### src/rtl/ast_skew_feeder_pkg.sv
`timescale 1ns/1ps
`default_nettype none
// +--------------------------------------------------------------------------+
// | Package  : ast_feeder_pkg                                                |
// | Purpose  : Shared types and constants for the systolic operand feeder.   |
// | Revision : 1.0  initial release                                          |
// +--------------------------------------------------------------------------+
package ast_feeder_pkg;

    localparam int c_size      = 4;
    localparam int c_datawidth = 14;
    localparam int c_depth     = 16;

    typedef enum logic [1:0] {
        IDLE   = 2'd0,
        CLEAR  = 2'd1,
        STREAM = 2'd2,
        DONE   = 2'd3
    } feeder_state_t;

    typedef logic [c_datawidth-1:0] operand_t;

    typedef struct {
        operand_t a[c_size];
        operand_t b[c_size];
    } slice_t;

    // Must cover both the slice count and the longest stream index K+2*SIZE-3.
    function automatic int feeder_cnt_width(input int depth, input int size);
        return $clog2(depth + 2 * size);
    endfunction

endpackage
`default_nettype wire

### src/rtl/ast_skew_feeder_if.sv
`timescale 1ns/1ps
`default_nettype none
// +--------------------------------------------------------------------------+
// | Interface : ast_skew_feeder_if                                           |
// | Purpose   : Slice write channel from the operand loader into the feeder. |
// | Revision  : 1.0  initial release                                         |
// +--------------------------------------------------------------------------+
interface ast_skew_feeder_if #(
    parameter int SIZE      = ast_feeder_pkg::c_size,
    parameter int DATAWIDTH = ast_feeder_pkg::c_datawidth
);

    logic                           wr_valid;
    logic                           wr_ready;
    logic                           wr_last;
    logic [SIZE-1:0][DATAWIDTH-1:0] wr_a;
    logic [SIZE-1:0][DATAWIDTH-1:0] wr_b;

    modport master (
        output wr_valid,
        output wr_last,
        output wr_a,
        output wr_b,
        input  wr_ready
    );

    modport slave (
        input  wr_valid,
        input  wr_last,
        input  wr_a,
        input  wr_b,
        output wr_ready
    );

endinterface
`default_nettype wire

### src/rtl/ast_skew_feeder_delay.sv
`timescale 1ns/1ps
`default_nettype none
// +--------------------------------------------------------------------------+
// | Module   : ast_skew_delay                                                |
// | Purpose  : Single-lane shift register providing the diagonal skew.       |
// | Revision : 1.0  initial release                                          |
// +--------------------------------------------------------------------------+
module ast_skew_delay #(
    parameter int DELAY = 0,
    parameter int WIDTH = 14
) (
    input  logic             clk,
    input  logic             rst,
    input  logic             clr,
    input  logic [WIDTH-1:0] din,
    output logic [WIDTH-1:0] dout
);

    generate
        if (DELAY == 0) begin : g_pass
            // Lane 0 sees the already-registered feed directly.
            logic w_unused;
            assign w_unused = clk ^ rst ^ clr;
            assign dout     = din;
        end else begin : g_shift
            logic [WIDTH-1:0] r_pipe [DELAY];

            always_ff @(posedge clk) begin
                if (rst || clr) begin
                    for (int n = 0; n < DELAY; n++) begin
                        r_pipe[n] <= '0;
                    end
                end else begin
                    r_pipe[0] <= din;
                    for (int n = 1; n < DELAY; n++) begin
                        r_pipe[n] <= r_pipe[n-1];
                    end
                end
            end

            assign dout = r_pipe[DELAY-1];
        end
    endgenerate

endmodule
`default_nettype wire

### src/rtl/ast_skew_feeder.sv
`timescale 1ns/1ps
`default_nettype none
// +--------------------------------------------------------------------------+
// | Module   : ast_skew_feeder                                               |
// | Purpose  : Buffers K operand slices and streams them diagonally skewed   |
// |            into a SIZE x SIZE systolic array with load/mult/acc control. |
// |            Define AST_FEEDER_PERF_EN to add the run_count output.        |
// | Revision : 1.0  initial release                                          |
// +--------------------------------------------------------------------------+
module ast_skew_feeder
    import ast_feeder_pkg::*;
#(
    parameter int SIZE      = c_size,
    parameter int DATAWIDTH = c_datawidth,
    parameter int DEPTH     = c_depth
) (
    input  logic                           clk,
    input  logic                           reset,
    ast_skew_feeder_if.slave               wr,
    output logic [SIZE-1:0][DATAWIDTH-1:0] a_out,
    output logic [SIZE-1:0][DATAWIDTH-1:0] b_out,
    output logic                           load_en,
    output logic                           mult_en,
    output logic                           acc_en,
    output logic                           busy,
    output logic                           done
`ifdef AST_FEEDER_PERF_EN
    ,
    output logic [15:0]                    run_count
`endif
);

    localparam int c_cw = feeder_cnt_width(DEPTH, SIZE);
    localparam int c_iw = (DEPTH > 1) ? $clog2(DEPTH) : 1;
    localparam logic [c_cw-1:0] c_one        = c_cw'(1);
    localparam logic [c_cw-1:0] c_depth_cnt  = c_cw'(DEPTH);
    localparam logic [c_cw-1:0] c_last_slice = c_cw'(DEPTH - 1);
    localparam logic [c_cw-1:0] c_flush      = c_cw'(2 * SIZE - 2);

    feeder_state_t r_state;
    feeder_state_t w_state_nxt;

    logic [c_cw-1:0] r_k;
    logic [c_cw-1:0] w_k_nxt;
    logic [c_cw-1:0] r_t;
    logic [c_cw-1:0] w_t_nxt;
    logic [c_cw-1:0] w_len;
    logic [c_cw-1:0] w_rd_idx;
    logic            w_rd_sel;
    logic            w_rd_hit;
    logic            w_accept;
    logic            w_lane_clr;

    logic [SIZE-1:0][DATAWIDTH-1:0] r_mem_a [DEPTH];
    logic [SIZE-1:0][DATAWIDTH-1:0] r_mem_b [DEPTH];
    logic [SIZE-1:0][DATAWIDTH-1:0] r_feed_a;
    logic [SIZE-1:0][DATAWIDTH-1:0] r_feed_b;

    logic r_wr_ready;
    logic r_load_en;
    logic r_mult_en;
    logic r_acc_en;
    logic r_busy;
    logic r_done;

    assign w_len = r_k + c_flush;

    always_comb begin
        w_state_nxt = r_state;
        w_k_nxt     = r_k;
        w_t_nxt     = r_t;
        w_accept    = 1'b0;
        w_rd_sel    = 1'b0;
        w_rd_idx    = '0;
        case (r_state)
            IDLE: begin
                if (wr.wr_valid && r_wr_ready) begin
                    w_accept = 1'b1;
                    w_k_nxt  = r_k + c_one;
                    if (wr.wr_last || (r_k == c_last_slice)) begin
                        w_state_nxt = CLEAR;
                    end
                end
            end
            CLEAR: begin
                // Pre-load slice 0 so lane 0 shows it on the first stream cycle.
                w_state_nxt = STREAM;
                w_t_nxt     = '0;
                w_rd_sel    = 1'b1;
            end
            STREAM: begin
                if (r_t == (w_len - c_one)) begin
                    w_state_nxt = DONE;
                end else begin
                    w_t_nxt  = r_t + c_one;
                    w_rd_sel = 1'b1;
                    w_rd_idx = r_t + c_one;
                end
            end
            DONE: begin
                w_state_nxt = IDLE;
                w_k_nxt     = '0;
                w_t_nxt     = '0;
            end
            default: begin
                w_state_nxt = IDLE;
            end
        endcase
        // Indices at or beyond K feed the trailing flush zeros.
        w_rd_hit = w_rd_sel && (w_rd_idx < r_k);
    end

    always_ff @(posedge clk) begin
        if (reset) begin
            r_state <= IDLE;
        end else begin
            r_state <= w_state_nxt;
        end
    end

    always_ff @(posedge clk) begin
        if (reset) begin
            r_k        <= '0;
            r_t        <= '0;
            r_wr_ready <= 1'b1;
            r_load_en  <= 1'b0;
            r_mult_en  <= 1'b0;
            r_acc_en   <= 1'b0;
            r_busy     <= 1'b0;
            r_done     <= 1'b0;
            r_feed_a   <= '0;
            r_feed_b   <= '0;
        end else begin
            r_k        <= w_k_nxt;
            r_t        <= w_t_nxt;
            r_wr_ready <= (w_state_nxt == IDLE) && (w_k_nxt < c_depth_cnt);
            r_load_en  <= (w_state_nxt == CLEAR);
            r_mult_en  <= (w_state_nxt == STREAM);
            r_acc_en   <= (w_state_nxt == STREAM);
            r_busy     <= (w_state_nxt != IDLE);
            r_done     <= (w_state_nxt == DONE);
            if (w_rd_hit) begin
                r_feed_a <= r_mem_a[w_rd_idx[c_iw-1:0]];
                r_feed_b <= r_mem_b[w_rd_idx[c_iw-1:0]];
            end else begin
                r_feed_a <= '0;
                r_feed_b <= '0;
            end
        end
    end

    always_ff @(posedge clk) begin
        if (w_accept) begin
            r_mem_a[r_k[c_iw-1:0]] <= wr.wr_a;
            r_mem_b[r_k[c_iw-1:0]] <= wr.wr_b;
        end
    end

    // Delay lines only shift while streaming; any other state holds them at zero.
    assign w_lane_clr = (r_state != STREAM);

    generate
        for (genvar gi = 0; gi < SIZE; gi++) begin : g_lane
            logic [DATAWIDTH-1:0] w_a_dly;
            logic [DATAWIDTH-1:0] w_b_dly;

            ast_skew_delay #(
                .DELAY (gi),
                .WIDTH (DATAWIDTH)
            ) u_dly_a (
                .clk  (clk),
                .rst  (reset),
                .clr  (w_lane_clr),
                .din  (r_feed_a[gi]),
                .dout (w_a_dly)
            );

            ast_skew_delay #(
                .DELAY (gi),
                .WIDTH (DATAWIDTH)
            ) u_dly_b (
                .clk  (clk),
                .rst  (reset),
                .clr  (w_lane_clr),
                .din  (r_feed_b[gi]),
                .dout (w_b_dly)
            );

            assign a_out[gi] = w_a_dly;
            assign b_out[gi] = w_b_dly;
        end
    endgenerate

`ifdef AST_FEEDER_PERF_EN
    logic [15:0] r_run_count;

    always_ff @(posedge clk) begin
        if (reset) begin
            r_run_count <= '0;
        end else if ((w_state_nxt == DONE) && (r_run_count != 16'hFFFF)) begin
            r_run_count <= r_run_count + 16'd1;
        end
    end

    assign run_count = r_run_count;
`endif

    assign wr.wr_ready = r_wr_ready;
    assign load_en     = r_load_en;
    assign mult_en     = r_mult_en;
    assign acc_en      = r_acc_en;
    assign busy        = r_busy;
    assign done        = r_done;

endmodule
`default_nettype wire
### src/flat_wrapper.sv
// flat-port wrapper written by rule: the top's interface ports become plain ports
module ast_skew_feeder_flat import ast_feeder_pkg::*;
#(
    parameter int SIZE      = c_size,
    parameter int DATAWIDTH = c_datawidth,
    parameter int DEPTH     = c_depth
)
  (clk, reset, a_out, b_out, load_en, mult_en, acc_en, busy, done, wr_wr_valid, wr_wr_last, wr_wr_a, wr_wr_b, wr_wr_ready);
  ast_skew_feeder_if #(.SIZE(SIZE), .DATAWIDTH(DATAWIDTH)) wr_i ();
  input  logic clk;
  input  logic reset;
  output logic [SIZE-1:0][DATAWIDTH-1:0] a_out;
  output logic [SIZE-1:0][DATAWIDTH-1:0] b_out;
  output logic load_en;
  output logic mult_en;
  output logic acc_en;
  output logic busy;
  output logic done;
  input wire logic [$bits(wr_i.wr_valid)-1:0] wr_wr_valid;
  input wire logic [$bits(wr_i.wr_last)-1:0] wr_wr_last;
  input wire logic [$bits(wr_i.wr_a)-1:0] wr_wr_a;
  input wire logic [$bits(wr_i.wr_b)-1:0] wr_wr_b;
  output wire logic [$bits(wr_i.wr_ready)-1:0] wr_wr_ready;
  assign wr_i.wr_valid = wr_wr_valid;
  assign wr_i.wr_last = wr_wr_last;
  assign wr_i.wr_a = wr_wr_a;
  assign wr_i.wr_b = wr_wr_b;
  assign wr_wr_ready = wr_i.wr_ready;
  ast_skew_feeder #(.SIZE(SIZE), .DATAWIDTH(DATAWIDTH), .DEPTH(DEPTH)) u_core (.clk(clk), .reset(reset), .wr(wr_i), .a_out(a_out), .b_out(b_out), .load_en(load_en), .mult_en(mult_en), .acc_en(acc_en), .busy(busy), .done(done));
endmodule
### config.mk
export PLATFORM = sky130hd
export DESIGN_NAME = ast_skew_feeder_flat
export DESIGN_NICKNAME = d
export VERILOG_FILES = /design/src/rtl/ast_skew_feeder_pkg.sv /design/src/rtl/ast_skew_feeder_if.sv /design/src/rtl/ast_skew_feeder_delay.sv /design/src/rtl/ast_skew_feeder.sv /design/src/flat_wrapper.sv
export SDC_FILE = /design/constraint.sdc
export NUM_CORES = 2
export LEC_CHECK = 0
export BUFFER_PORTS_ARGS = -buffer_cell sky130_fd_sc_hd__buf_4
export CAP_MARGIN = 40
export CORE_ASPECT_RATIO = 0.7
export CORE_MARGIN = 5
export CORE_UTILIZATION = 35
export DETAILED_ROUTE_END_ITERATION = 12
export SETUP_SLACK_MARGIN = 0.4
export SLEW_MARGIN = 15
export SYNTH_ARGS = -nofsm -noshare
export SYNTH_HDL_FRONTEND = slang
export SYNTH_SLANG_ARGS = --single-unit
### constraint.sdc
create_clock -name clk -period 14.1 [get_ports clk]
set_clock_uncertainty 0.2 [all_clocks]
set_input_delay 1.41 -clock clk [delete_from_list [all_inputs] [get_ports clk]]
set_output_delay 1.41 -clock clk [all_outputs]
set_load 0.1 [all_outputs]
== Word-level counts from Yosys, hierarchy flattened ==
Memories as Yosys holds them, arrays and structs flattened. A register that Yosys moved wholly into a read port is not among the register bits.
Index checks and enable logic that the tools add are counted.
Storage, ports and cells
  memories kept: 8
  bits of input ports: 116
  memory bits (writable): 1960
  register bits: 17
Operators by class
  bitwise operators: 11
  add/sub/neg operators: 4
  multiplexer cells: 33
  reductions and logical operators: 14
  $lt $le $gt $ge: 2
  equal/unequal tests: 10
Memory list
  u_core.r_mem_a: words 16, width 56, read ports 1, clocked after memory_dff 1, write ports 1, line ast_skew_feeder.sv:54  | logic [SIZE-1:0][DATAWIDTH-1:0] r_mem_a [DEPTH];
  u_core.r_mem_b: words 16, width 56, read ports 1, clocked after memory_dff 1, write ports 1, line ast_skew_feeder.sv:55  | logic [SIZE-1:0][DATAWIDTH-1:0] r_mem_b [DEPTH];
  u_core.g_lane[3].u_dly_a.g_shift.r_pipe: words 3, width 14, read ports 3, clocked after memory_dff 0, write ports 3, line ast_skew_feeder_delay.sv:26  | logic [WIDTH-1:0] r_pipe [DELAY];
  u_core.g_lane[3].u_dly_b.g_shift.r_pipe: words 3, width 14, read ports 3, clocked after memory_dff 0, write ports 3, line ast_skew_feeder_delay.sv:26
  u_core.g_lane[2].u_dly_a.g_shift.r_pipe: words 2, width 14, read ports 2, clocked after memory_dff 0, write ports 2, line ast_skew_feeder_delay.sv:26
  u_core.g_lane[2].u_dly_b.g_shift.r_pipe: words 2, width 14, read ports 2, clocked after memory_dff 0, write ports 2, line ast_skew_feeder_delay.sv:26
  2 more memories
Operators with widths (number)
  14-bit 2-to-1 mux: 12
  14-bit OR reduction: 2
  5-bit 2-to-1 mux: 4
  5-bit one-hot mux with 2 select lines: 2
  5-bit by 1-bit adder with 5-bit output, second input constant: 2
  1-bit 2-to-1 mux: 10
  1-bit bitwise OR: 10
  2-bit equality test, second input constant: 4
  2-bit one-hot mux with 4 select lines: 1
  2-bit 2-to-1 mux: 3
  5-bit by 3-bit adder with 5-bit output, second input constant: 1
  5-bit by 4-bit equality test with 1-bit output, second input constant: 1
  5-bit equality test: 1
  5-bit < comparator: 1
  5-bit < comparator, second input constant: 1
  5-bit by 1-bit subtractor with 5-bit output, second input constant: 1
  2-bit by 1-bit equality test with 1-bit output, second input constant: 2
  2-bit zero test: 2
  2-bit != test, second input constant: 2
  2-bit nonzero test: 2
  2-bit OR reduction: 2
  1-bit logical AND: 3
  1-bit logical OR: 2
  1-bit one-hot mux with 2 select lines: 1
  other kinds (2): 2

== Depth between registers and ports, before layout ==
  depth in word-level cells: 9
  gate-level depth with buffers: 19
  gate-level depth less buffers: 14

== Modules after synthesis ==
A second synthesis with hierarchy kept.
Unflattened totals
  cell total of the unflattened synthesis: 5018
  area total of the unflattened synthesis: 79322.3 µm²
Modules (own cells, without submodules)
  ast_skew_feeder: seq. area each 56394.1 µm², instances 1, area an instance 72968.7 µm², cells each 4562
  ast_skew_delay (u_core.g_lane[3].u_dly_a ...): seq. area each 840.8 µm², instances 2, area an instance 1570.3 µm², cells each 108
  ast_skew_delay (u_core.g_lane[2].u_dly_a ...): seq. area each 560.5 µm², instances 2, area an instance 1043.5 µm², cells each 76
  ast_skew_delay (u_core.g_lane[1].u_dly_a ...): seq. area each 280.3 µm², instances 2, area an instance 457.9 µm², cells each 30
  ast_skew_delay (u_core.g_lane[0].u_dly_a ...): seq. area each 0.0 µm², instances 2, area an instance 105.1 µm², cells each 14

== Worst setup path before layout ==
OpenSTA, ideal clock, no wires.
  kind: input port to flip-flop
  start: input wr_wr_valid
  end: memory u_core.r_mem_a[0][0] in the netlist's numbering (enable)
  stages on the path: 4
  setup slack: 3.704 ns
  buffers on the path: 1
  arrival: 9.476 ns
  data required time: 13.180 ns
  library setup time: 0.720 ns
  path through: and3_1 -> clkbuf_1 -> nand2_1 -> nor3_1
Between the ends
  word-level cells in the longest chain between the ends: 5
RTL lines
  start, declared: line flat_wrapper.sv:19  | input wire logic [$bits(wr_i.wr_valid)-1:0] wr_wr_valid;
  1-bit logical AND: line ast_skew_feeder.sv:77  | if (wr.wr_valid && r_wr_ready) begin
  1-bit 2-to-1 mux: line ast_skew_feeder.sv:77
  1-bit 2-to-1 mux: line ast_skew_feeder.sv:75  | case (r_state)
  1-bit 2-to-1 mux: line ast_skew_feeder.sv:153  | if (w_accept) begin
  1-bit 2-to-1 mux (not written as such): line ast_skew_feeder.sv:154  | r_mem_a[r_k[c_iw-1:0]] <= wr.wr_a;
  end, declared: line ast_skew_feeder.sv:54
No other way between the ends.

== Worst setup path in the final report ==
  start: register u_core.r_k[0]
  end: register u_core.r_feed_b[30] in the netlist's numbering
Between the ends
  word-level cells in the longest chain between the ends: 9
RTL lines
  start, declared: line ast_skew_feeder.sv:43  | logic [c_cw-1:0] r_k;
  start signal, assigned: line ast_skew_feeder.sv:134  | r_k <= w_k_nxt;
  5-bit by 3-bit adder with 5-bit output: line ast_skew_feeder.sv:66  | assign w_len = r_k + c_flush;
  5-bit by 1-bit subtractor with 5-bit output: line ast_skew_feeder.sv:92  | if (r_t == (w_len - c_one)) begin
  5-bit equality test: line ast_skew_feeder.sv:92
  5-bit 2-to-1 mux: line ast_skew_feeder.sv:92
  5-bit 2-to-1 mux: line ast_skew_feeder.sv:75
  5-bit < comparator: line ast_skew_feeder.sv:110  | w_rd_hit = w_rd_sel && (w_rd_idx < r_k);
  1-bit logical AND: line ast_skew_feeder.sv:110
  1-bit inverter (no line)
  2-bit OR reduction (no line)
  end signal, assigned: line ast_skew_feeder.sv:144  | r_feed_b <= r_mem_b[w_rd_idx[c_iw-1:0]];
  end, declared: line ast_skew_feeder.sv:57  | logic [SIZE-1:0][DATAWIDTH-1:0] r_feed_b;
Several ways; a longest one is shown, not always the timed one.
A chain may end at the register's enable or synchronous reset.

==> results.sh <==
export IMPL_initial_utilization_pct=35.3
export IMPL_first_global_vias=49100
export IMPL_tightest_slew_ps=1240
export IMPL_cp_required_ps=14610
export IMPL_die_area_um2=245000
export IMPL_grt_use_total_pct=19.3
export IMPL_final_max_slew_viol_count=0
export IMPL_cts_root_buf="clkbuf_16"
export IMPL_cts_tree="yes"
export IMPL_postCtsSetupBuffers=0
export IMPL_route_antenna_remaining_nets=0
export IMPL_area_growth_syn_to_layout_pct=14.5
export IMPL_hold_slack_ps=207
export IMPL_worstHoldPathType="reg -> reg"
export IMPL_dpl_cell_count=8293
export IMPL_powerDensity_nw_per_um2=162
export IMPL_portBuffers=233
export IMPL_fin_cells=8689
export IMPL_wl_per_cell_um=28.4
export IMPL_routed_wl_um=247000
export IMPL_die_y_um=416
export IMPL_setup_viol=0
export IMPL_clk_pin_slew_ps=60
export IMPL_slew_headroom_pct=17.3
export IMPL_cts_buffers_inserted=205
export IMPL_rr_worst_depth=15
export IMPL_rrSetupSlack_ps=8480
export IMPL_gp_congestion=0.789
export IMPL_ioPinCount=234
export IMPL_drtIter0Drc=5807
export IMPL_grt_overflow=0
export IMPL_min_from="u_core.g_lane[3].u_dly_b.g_shift.r_pipe[0][5]"
export IMPL_setup_tns_ps=0
export IMPL_synth_top_family_by_area="compound AO/OA/AOI/OAI gates"
export IMPL_synth_nets=5517
export IMPL_p_clk_share_pct=34.8
export IMPL_grt_pass1_wl_um=356000
export IMPL_placed_area_um2=87700
export IMPL_ctsResizeCount=0
export IMPL_dr_total_vias=50500
export IMPL_rows=148
export IMPL_antenna_found_initial=36
export IMPL_power_leakage_nw=29.1
export IMPL_multi_input_area_um2=20300
export IMPL_p_sw_share_pct=29.3
export IMPL_synth_simple_area_share_pct=4.24
export IMPL_fin_nets=5557
export IMPL_async_flop_share_pct=0
export IMPL_hpwl_um=129000
export IMPL_drc=0
export IMPL_comb_power_share_pct=19.8
export IMPL_htreeDepth=4
export IMPL_place_ws_ps=8570
export IMPL_clock_latency_ps=850
export IMPL_synth_xor_area_share_pct=0.138
export IMPL_core_area_um2=233000
export IMPL_seq_area_um2=59800
export IMPL_period_needed_ps=5620
export IMPL_fin_area_um2=94200
export IMPL_crit_type="reg -> reg"
export IMPL_hold_depth=1
export IMPL_grt_max_degree=190
export IMPL_holdBufCountCts=0
export IMPL_maxCapViolCount=0
export IMPL_avgSynthCellArea_um2=15.3
export IMPL_seqPwrFrac_pct=45.4
export IMPL_fillers=20900
export IMPL_status="complete, no violations"
export IMPL_ys_types=59
export IMPL_switching_power_w=0.00446
export IMPL_period_share_pct=39.8
export IMPL_rr_startpoint="u_core.r_k[0]"
export IMPL_synth_compound_area_share_pct=14.0
export IMPL_dr_pass1_iters=5
export IMPL_crit_arrival_ps=6130
export IMPL_cp_max_fo=51
export IMPL_drive_above_1_share_pct=16.8
export IMPL_ys_warn_count=0
export IMPL_clock_sinks=2089
export IMPL_clock_fmax_mhz=178
export IMPL_synth_ff_type="edfxtp_1"
export IMPL_die_w_um=589
export IMPL_yosysSeqAreaShare_pct=72.6
export IMPL_crit_path_end_kind="flop"
export IMPL_reg2reg_to="u_core.r_feed_b[30]"
export IMPL_synth_area_um2=82300
export IMPL_ir_drop_uv=199
export IMPL_ys_ff_latch=2089
export IMPL_fin_ws_ps=8480
export IMPL_vias_per_cell=5.82
export IMPL_synthAdderAreaFrac_pct=0.213
export IMPL_hold_viol_final=0
export IMPL_holdPathEnd="u_core.g_lane[3].u_dly_b.g_shift.r_pipe[0][19]"
export IMPL_synth_edf_count=1792
export IMPL_intPower_w=0.0108
export IMPL_cp_start_kind="flop"
export IMPL_synth_mux_area_share_pct=5.78
export IMPL_rsz0062_at_grt="no"
export IMPL_clockBufferDepth=4
export IMPL_synthCells=5387
cells in the mapped netlist (139+ instances only):
library cell	n	area, um2
a2111o_1	200	2250
a21oi_1	690	3450
a221oi_1	224	1960
and2_1	193	1210
clkbuf_1	386	1450
dfxtp_1	297	5950
edfxtp_1	1792	53800
mux2_2	223	2510
mux2i_1	224	2240
nand2_1	144	541
nor3b_1	141	1060
o21ai_0	139	696
metal layers:
layer | GRT usage [%] | part of all wire [%] | vias to the layer above | wire (um)
met4 | 5.33 | 2.5 | 14 | 6230
li1 | - | - | 21600 | -
met2 | 28.9 | 44 | 2484 | 109000
met3 | 4.37 | 9.4 | 382 | 23200
met1 | 28.3 | 44 | 26100 | 108000
met5 | 0 | 0.033 | - | 82
area by class of cell:
class                   instances  area share (%)
diodes                         22          0.0584
repair buffers                384            3.96
multi-input cells            2734            21.6
clock buffers                 275            5.94
clock inverters                97           0.858
well taps                    3075            4.08
inverters                      13          0.0598
flip-flops and latches       2089            63.4
kinds of logic (layout without fill, tap and decap cells):
family	Yosys count	count (layout)
buf+inv	564	769
flops	2089	2089
simple gates	620	620
xor+xnor	13	13
other cells	0	22
compound gates	1640	1640
mux	447	447
fa+ha+maj	14	14
worst max-delay path: stages (launching register included):
cell,delay [ps]
dfxtp_1,410
ha_1,320
or3b_1,390
nor2_1,470
a21o_4,570
nand2_2,70
buf_4,380
and3_1,310
ha_1,280
nor2b_1,130
o2111ai_1,190
o2111ai_1,240
a2111oi_4,410
buf_4,690
o2111ai_1,210
o21ai_0,140
per-stage QoR:
| stage | power (W) | utilization [%] |
|---|---|---|
| finish | 0.0152 | 40.4 |
| detailed placement | 0.0100 | 37.6 |
| CTS | 0.0153 | 40.4 |
| floorplan | 0.00897 | - |
| global route | 0.0158 | 40.4 |
| global placement | 0.00990 | 37.2 |
flip-flops by register name, indices dropped and copies added (netlist names), 2 cells and up:
register,flops
u_core.g_lane.u_dly_a.g_shift.r_pipe,84
u_core.g_lane.u_dly_b.g_shift.r_pipe,84
u_core.r_feed_a,56
u_core.r_feed_b,56
u_core.r_k,5
u_core.r_mem_a,896
u_core.r_mem_b,896
u_core.r_state,2
u_core.r_t,5
how the worst max path moves through the flow:
stage,start,end,slack [ps]
after global placement,u_core.r_k[0],u_core.r_feed_b[18],7890
after global routing,u_core.r_k[0],u_core.r_feed_b[23],8220
final,u_core.r_k[0],u_core.r_feed_b[30],8480
after floorplan,wr_wr_valid,u_core.r_mem_a[0][0],3700
after CTS,u_core.r_k[0],u_core.r_feed_b[30],8550
after detailed placement,u_core.r_k[0],u_core.r_feed_a[44],8570
power by group through the flow:
| stage | Clock (W) | Sequential, W | Combinational [W] |
|---|---|---|---|
| 6_report | 0.00530 | 0.00692 | 0.00301 |
| 5_1_grt | 0.00567 | 0.00692 | 0.00318 |
| 4_1_cts | 0.00540 | 0.00691 | 0.00297 |
| 3_5_place_dp | 0 | 0.00705 | 0.00296 |
| 3_3_place_gp | 0 | 0.00704 | 0.00286 |
| 2_1_floorplan | 0 | 0.00709 | 0.00188 |
cells in the final DEF, fill, tap and decap left out, drive strengths merged, types with 38 or more instances in the layout:
cell type,count
a2111o,200
a21oi,692
a221oi,224
a22oi,42
a2bb2oi,51
and2,193
buf,384
clkbuf,275
clkinv,79
dfxtp,297
edfxtp,1792
mux2,223
mux2i,224
nand2,144
nand3,67
nor2,50
nor3b,141
o2111ai,53
o21ai,143
o22ai,38
o31ai,89
Power figures use the tool's default switching activity.
